**src/rtl/alu_exec_ctrl.sv**
```systemverilog
// alu_exec_ctrl: sequences one LC-3 ADD/AND/NOT through a read / execute /
// writeback pipeline around an external combinational ALU.
// It owns the 8 x 16 register file and the condition codes.
//
// state  | meaning
// -------+-------------------------------------------------------------
// IDLE   | ready for an instruction; register preload (ld_en) allowed
// READ   | operands fetched from register file / immediate into opX/opY
// EXEC   | ALU result captured into the result register
// WB     | result written to R[DR], nzp updated, done pulsed next cycle
module alu_exec_ctrl (
    input  logic        Clk,
    input  logic        Reset_n,
    input  logic        instr_valid,
    output logic        instr_ready,
    input  logic [15:0] IR,
    output logic [15:0] alu_X,
    output logic [15:0] alu_Y,
    output logic [1:0]  alu_sel,
    input  logic [15:0] alu_out,
    input  logic        ld_en,
    input  logic [2:0]  ld_addr,
    input  logic [15:0] ld_data,
    input  logic [2:0]  dbg_addr,
    output logic [15:0] dbg_data,
    output logic        done,
    output logic        illegal,
    output logic [2:0]  nzp
);

    localparam logic [3:0] OP_ADD = 4'b0001;
    localparam logic [3:0] OP_AND = 4'b0101;
    localparam logic [3:0] OP_NOT = 4'b1001;

    typedef enum logic [1:0] {
        S_IDLE = 2'd0,
        S_READ = 2'd1,
        S_EXEC = 2'd2,
        S_WB   = 2'd3
    } state_t;

    state_t      state;
    state_t      state_nxt;
    logic        accept;
    logic        legal_in;
    logic [15:0] ir_q;
    logic [15:0] op_x;
    logic [15:0] op_y;
    logic [1:0]  op_sel;
    logic [15:0] result_q;
    logic [15:0] regs [8];
    logic [15:0] imm5_sext;

    assign legal_in  = (IR[15:12] == OP_ADD) || (IR[15:12] == OP_AND) ||
                       (IR[15:12] == OP_NOT);
    assign imm5_sext = {{11{ir_q[4]}}, ir_q[4:0]};

    assign alu_X    = op_x;
    assign alu_Y    = op_y;
    assign alu_sel  = op_sel;
    assign dbg_data = regs[dbg_addr];

    // State register; reset forces IDLE immediately, aborting any instruction.
    always_ff @(posedge Clk or negedge Reset_n) begin
        if (!Reset_n) begin
            state <= S_IDLE;
        end else begin
            state <= state_nxt;
        end
    end

    // Next-state and handshake decode; illegal opcodes are accepted but stay in IDLE.
    always_comb begin
        state_nxt   = state;
        instr_ready = 1'b0;
        accept      = 1'b0;
        case (state)
            S_IDLE: begin
                instr_ready = 1'b1;
                accept      = instr_valid;
                if (instr_valid && legal_in) begin
                    state_nxt = S_READ;
                end
            end
            S_READ:  state_nxt = S_EXEC;
            S_EXEC:  state_nxt = S_WB;
            S_WB:    state_nxt = S_IDLE;
            default: state_nxt = S_IDLE;
        endcase
    end

    // Capture the instruction word and flag rejected opcodes for one cycle.
    always_ff @(posedge Clk or negedge Reset_n) begin
        if (!Reset_n) begin
            ir_q    <= '0;
            illegal <= 1'b0;
        end else begin
            illegal <= accept && !legal_in;
            if (accept) begin
                ir_q <= IR;
            end
        end
    end

    // Operand fetch; NOT ignores the second operand so opY is forced to zero.
    always_ff @(posedge Clk or negedge Reset_n) begin
        if (!Reset_n) begin
            op_x   <= '0;
            op_y   <= '0;
            op_sel <= 2'b11;
        end else if (state == S_READ) begin
            op_x <= regs[ir_q[8:6]];
            if (ir_q[15:12] == OP_NOT) begin
                op_y   <= '0;
                op_sel <= 2'b10;
            end else begin
                op_y   <= ir_q[5] ? imm5_sext : regs[ir_q[2:0]];
                op_sel <= (ir_q[15:12] == OP_ADD) ? 2'b00 : 2'b01;
            end
        end
    end

    // Capture the external ALU output during EXEC.
    always_ff @(posedge Clk or negedge Reset_n) begin
        if (!Reset_n) begin
            result_q <= '0;
        end else if (state == S_EXEC) begin
            result_q <= alu_out;
        end
    end

    // Register file: preload only while idle, writeback on leaving WB.
    always_ff @(posedge Clk or negedge Reset_n) begin
        if (!Reset_n) begin
            for (int i = 0; i < 8; i++) begin
                regs[i] <= '0;
            end
        end else if (state == S_IDLE) begin
            if (ld_en) begin
                regs[ld_addr] <= ld_data;
            end
        end else if (state == S_WB) begin
            regs[ir_q[11:9]] <= result_q;
        end
    end

    // Condition codes and done pulse, both aligned with the register write.
    always_ff @(posedge Clk or negedge Reset_n) begin
        if (!Reset_n) begin
            nzp  <= 3'b000;
            done <= 1'b0;
        end else begin
            done <= (state == S_WB);
            if (state == S_WB) begin
                if (result_q[15]) begin
                    nzp <= 3'b100;
                end else if (result_q == 16'h0000) begin
                    nzp <= 3'b010;
                end else begin
                    nzp <= 3'b001;
                end
            end
        end
    end

endmodule

```
**config.mk**
```make
export PLATFORM = sky130hd
export DESIGN_NAME = alu_exec_ctrl
export DESIGN_NICKNAME = d
export VERILOG_FILES = /design/src/rtl/alu_exec_ctrl.sv
export SDC_FILE = /design/constraint.sdc
export NUM_CORES = 1
export LEC_CHECK = 0
export BUFFER_PORTS_ARGS = -buffer_cell sky130_fd_sc_hd__buf_2
export CORE_UTILIZATION = 45
export DETAILED_ROUTE_END_ITERATION = 8
export PLACE_DENSITY = 0.66
export SLEW_MARGIN = 20
export SYNTH_ARGS = -nofsm -noshare
export SYNTH_HDL_FRONTEND = slang
export SYNTH_SLANG_ARGS = --single-unit
```
**constraint.sdc**
```tcl
create_clock -name Clk -period 2.2 [get_ports Clk]
set_clock_uncertainty 0.1 [all_clocks]
set_input_delay 0.22 -clock Clk [delete_from_list [all_inputs] [get_ports Clk]]
set_output_delay 0.22 -clock Clk [all_outputs]
set_load 0.03 [all_outputs]
```
## Word level (Yosys, flattened, before mapping)

Cells that the tools add are included.

| word-level totals | value |
|---|---|
| register bits | 201 |
| word-level logic and storage cells | 78 |

| operators by class | value |
|---|---|
| equal/unequal tests | 10 |
| multiplexer cells | 28 |
| reduce and logical (&&, ||, !) cells | 11 |
| bitwise operators | 5 |
| magnitude comparators | 7 |

Operators by type and width:

| kind | count |
|---|---|
| $mux W128 | 3 |
| $bwmux W128 | 2 |
| $mux W16 | 10 |
| $bmux W16 S3 | 3 |
| $demux W16 S3 | 2 |
| $ge A4 B4 Y1 const B | 5 |
| $not A3 Y4 | 5 |
| $logic_not A16 Y1 | 1 |
| $eq A4 B1 Y1 const B | 2 |
| $eq A4 B4 Y1 const B | 2 |
| $lt A4 B1 Y1 const B | 2 |
| $pmux W2 S4 | 1 |
| $mux W2 | 3 |
| $eq A2 B2 Y1 const B | 2 |
| $eq A4 B3 Y1 const B | 1 |
| $logic_and A1 B1 Y1 | 4 |
| $ne A2 B2 Y1 const B | 2 |
| $mux W1 | 3 |
| $mux W3 | 1 |
| $eq A2 B1 Y1 const B | 1 |
| $logic_not A2 Y1 | 1 |
| $logic_or A1 B1 Y1 | 2 |
| $reduce_and A2 Y1 | 1 |
| $reduce_bool A2 Y1 | 1 |
| $logic_not A1 Y1 | 1 |

## Logic depth before layout (Yosys ltp)

| logic depth | value |
|---|---|
| depth in word-level cells | 8 |
| mapped depth | 8 |
| gate-level depth less buffers | 5 |

## Least setup slack after synthesis

OpenSTA, ideal clock, no wires.

| timing path | value |
|---|---|
| kind | reg2reg |
| start point | register state[0] |
| end point | register regs[69] (netlist bit) |
| period minus slack after synthesis | 2.360 ns |
| required time | 1.975 ns |
| stages on the path, launching flop included | 8 |
| path buffers | 2 |
| path slack | -0.160 ns |
| arrival | 2.135 ns |
| cells stage by stage | dfrtp_1 -> inv_1 -> ha_1 -> buf_2 -> nand2_2 -> o22ai_2 -> buf_4 -> mux2_2 |

| between the ends | value |
|---|---|
| cells in the longest elaborated chain, start to end | 3 |

Ends and longest elaborated chain:

| element | line | text |
|---|---|---|
| start, declared | 42 | `state_t state;` |
| start signal, assigned | 68 | `state <= state_nxt;` |
| $eq A2 B2 Y1 or $logic_not A2 Y1 (tied branches) | 142, 138 |  |
| $reduce_bool A2 Y1 (no line) or $ne A2 B2 Y1 (tied branches) | n/a |  |
| $reduce_and A2 Y1 (no line) | n/a |  |
| end signal, assigned by index | 140 | `regs[ld_addr] <= ld_data;` |
| end signal, assigned by index | 143 | `regs[ir_q[11:9]] <= result_q;` |
| end, declared | 51 | `logic [15:0] regs [8];` |

Several ways; a longest one is shown, not always the timed one.
A chain may end at the register's enable or synchronous reset.

## Worst setup path after layout

| timing path | value |
|---|---|
| start point | register regs[76] (netlist bit) |
| end point | output dbg_data[12] |

| between the ends | value |
|---|---|
| cells in the longest elaborated chain, start to end | 3 |

Ends and longest elaborated chain:

| element | line | text |
|---|---|---|
| $bmux W16 S3 | 61 | `assign dbg_data = regs[dbg_addr];` |
| $mux W16 (not written as such) (2 in series) | 61 |  |
| end, declared | 25 | `output logic [15:0] dbg_data,` |

No other way between the ends. The select of a mux whose other input is x is not followed.

==> key figures <==
Power
  – Lkg Pwr: 6.44 nW
  – Pwr Density: 1610 nW/um2
  – Peak VDD IR: 0.000944 V

Logic synthesis
  – Post-synth EDFFs: 0
  – Mapped Cells: 930
  – Post-synth top cells: dfrtp_1 (199), mux2_2 (160), o22ai_1 (129), mux4_2 (83), clkbuf_1 (49)
  – Synth area leaders: dfrtp_1 (41%), mux4_2 (15%), mux2_2 (15%), o22ai_1 (6.7%), mux2_4 (5.0%)
  – Syn nets: 992
  – Syn_area_per_cell: 13.0 um2
  – Top-area cell type share of the netlist area: between 40% and 50%
  – Ys Warns: 0
  – Post-synthesis sequential area ratio: between 40% and 50%
  – Synthesized area: 12100 um2
  – Register bit count reported by yosys: 201
  – Async SR Flop Fraction: 100%
  – Post-synth top area cell: dfrtp_1
  – Count of different cell masters after synthesis: 46
  – Dominant cell by count in the synthesized netlist: dfrtp_1
  – Synth Flop Type: dfrtp_1

STA
  – Final setup fails: 0
  – Post-Route Setup TNS: 0 ps
  – RSZ-0062 raised after global routing: yes
  – Period Utilization, post-route: between 90 and 100%
  – Worst slew pin tran: 663 ps
  – Slew headroom: 55.8%
  – Max Fclk: 457 MHz
  – Final hold viol count: 0
  – Tmin final: 2190 ps
  – Max-slew violation count: 0

Final layout
  – Ant. Diodes: 0
  – Share of cells above drive strength 1: around 50%
  – Non-filler cells, final: 1472
  – # nets final: about 1200
  – Area Overhead vs Synth: 23.7%

Placed design
  – IO Port Bufs: 113
  – DP Wirelength: ~25 mm
  – Placed Instances: 1325
  – GP Congestion: 0.850

Global route
  – Remaining global-route overflow: 0
  – Number of global-route vias before repair: 9800
  – Initial antenna violation count: 0
  – Global-route wire length before repair: 59.9 mm
  – Total global-route track usage: 28.6%
  – Pin count of the biggest net entering global routing: 56

Drt
  – Drt total wl: 39.7 mm
  – Routed via count: 9730
  – Vias per cell: 6.61
  – Initial DRC count: roughly 1200
  – Drt pass-1 iters: 9
  – Antenna viol nets, final: 0
  – WL/cell: ~27 um
  – DRC: 10

Die
  – # IOs: 114
  – Total Die Area: approximately 28000 um2
  – Starting density of the core: 46.2%
  – FP Rows: 59
  – Chip height: 166 um
  – Core Area: 26200 um2
  – Die W: 166 um

Clock network
  – Clock Latency Late Sink: 520 ps
  – H-tree Lvls: 1
  – Num CTS Buffers: 24
  – Clk buf depth: 3
  – CTS clk-pin slew, worst paths: 60 ps
  – CTS tree: done
  – Number of clock sinks: 201
  – Clock root buffer: clkbuf_16

Min path
  – Min-delay src: instr_valid
  – Hold WC Path Type: input pin to flop

Flow run
  – Number of max-cap violations: 0

Worst setup path
  – CP max FO: 2
  – Startpoint types: flop
  – CP Capture Type: output port
  – Critical R2R Launch: state[0]
  – Critical path type: flop to output port
  – CP arrival: 1870 ps
  – WP data required: ~1900 ps
  – Origin of the worst setup path: regs[76]

Outcome
  – Failing checks: DRC
  – Status: complete, but fails checks
[cells by family after synthesis]
family | synth area share, %
buf+inv | 5.15
flops | 41.6
mux | 37.0
simple gates | 4.96
fa+ha+maj | 0.413
compound gates | 10.9
[routing by layer]
layer / vias up / wire [um] / track usage, %
li1: 4050 / - / -
met1: 4914 / 16000 / 39.4
met2: 639 / 17600 / 43.5
met3: 127 / 4610 / 7.89
met4: 0 / 1530 / 10.0
met5: - / 0 / 0
[placed cells by master, fill, tap and decap left out, drive strengths merged, types with 4 or more instances in the layout]
cell	Yosys	layout
dfrtp	199	199
clkbuf	49	38
nand2b	19	19
clkinv	0	5
mux2i	19	19
dlygate4sd3	0	34
mux4	83	83
a221oi	12	12
o221ai	14	14
mux2	202	202
nor4	4	4
nand2	21	21
nand3b	6	6
ha	4	4
o22ai	137	137
nor2	23	23
nand4	15	15
inv	19	19
a21oi	17	17
buf	56	233
nand3	5	5
or3b	6	6
[worst paths after layout]
| kind | to | slack [ps] | cells past startpoint |
|---|---|---|---|
| setup reg to reg | regs[117] | 90 | 6 |
| min in group asynchronous | result_q[9] | 140 | 2 |
| hold reg to reg | alu_sel[0] | 350 | 1 |
| hold / removal | ir_q[13] | 40 | 3 |
| max in group asynchronous | alu_sel[0] | 1130 | 3 |
| setup / recovery | dbg_data[12] | 10 | 3 |
[state kept, by name, indices dropped and copies added, names as in the netlist]
| name | cells |
|---|---|
| alu_X | 16 |
| illegal | 1 |
| state | 2 |
| alu_Y | 16 |
| done | 1 |
| alu_sel | 2 |
| result_q | 16 |
| nzp | 3 |
| ir_q | 16 |
| regs | 128 |
[worst max-delay path, cell delays in order (launching register included)]
cell and delay, ps:
dfrtp_1 400, mux4_2 470, mux2_4 300, buf_4 170
[through the flow]
step	hold slack, ps	setup WS [ps]	instance area, um2	utilization [%]	total power [mW]
2_1_floorplan	-176	41.8	12100	-	15.2
3_3_place_gp	128	198	13200	50.4	18.4
3_5_place_dp	133	161	13200	50.4	18.7
4_1_cts	115	0.207	14700	56.3	23.5
5_1_grt	45.0	-30.0	15000	57.2	25.2
6_report	41.3	10.9	15000	57.2	24.1
[final cells by class]
type	count	area, um2
Fill cell	2134	11200
Inverter	19	71.3
Sequential cell	201	5030
Timing Repair Buffer	268	2140
Clock inverter	7	62.6
Multi-Input combinational cell	605	6520
Clock buffer	37	731
Tap cell	335	419
[report_power, final]
part	switching [mW]	total [mW]	internal (mW)
sequential	1.52	6.96	5.44
combinational	6.77	13.2	6.43
clock	1.60	4.00	2.39
total	9.89	24.1	14.3
[timing repair]
| action | CTS | global route |
|---|---|---|
| pin swaps | 0 | 0 |
| buffers inserted | 49 | 20 |
| resized for setup | 14 | 30 |
| endpoints found under the hold margin | 117 | 0 |
| hold buffers | 34 | 0 |
| endpoints found under the setup margin | 14 | 17 |
No activity file was read; power rests on OpenSTA's default activity.
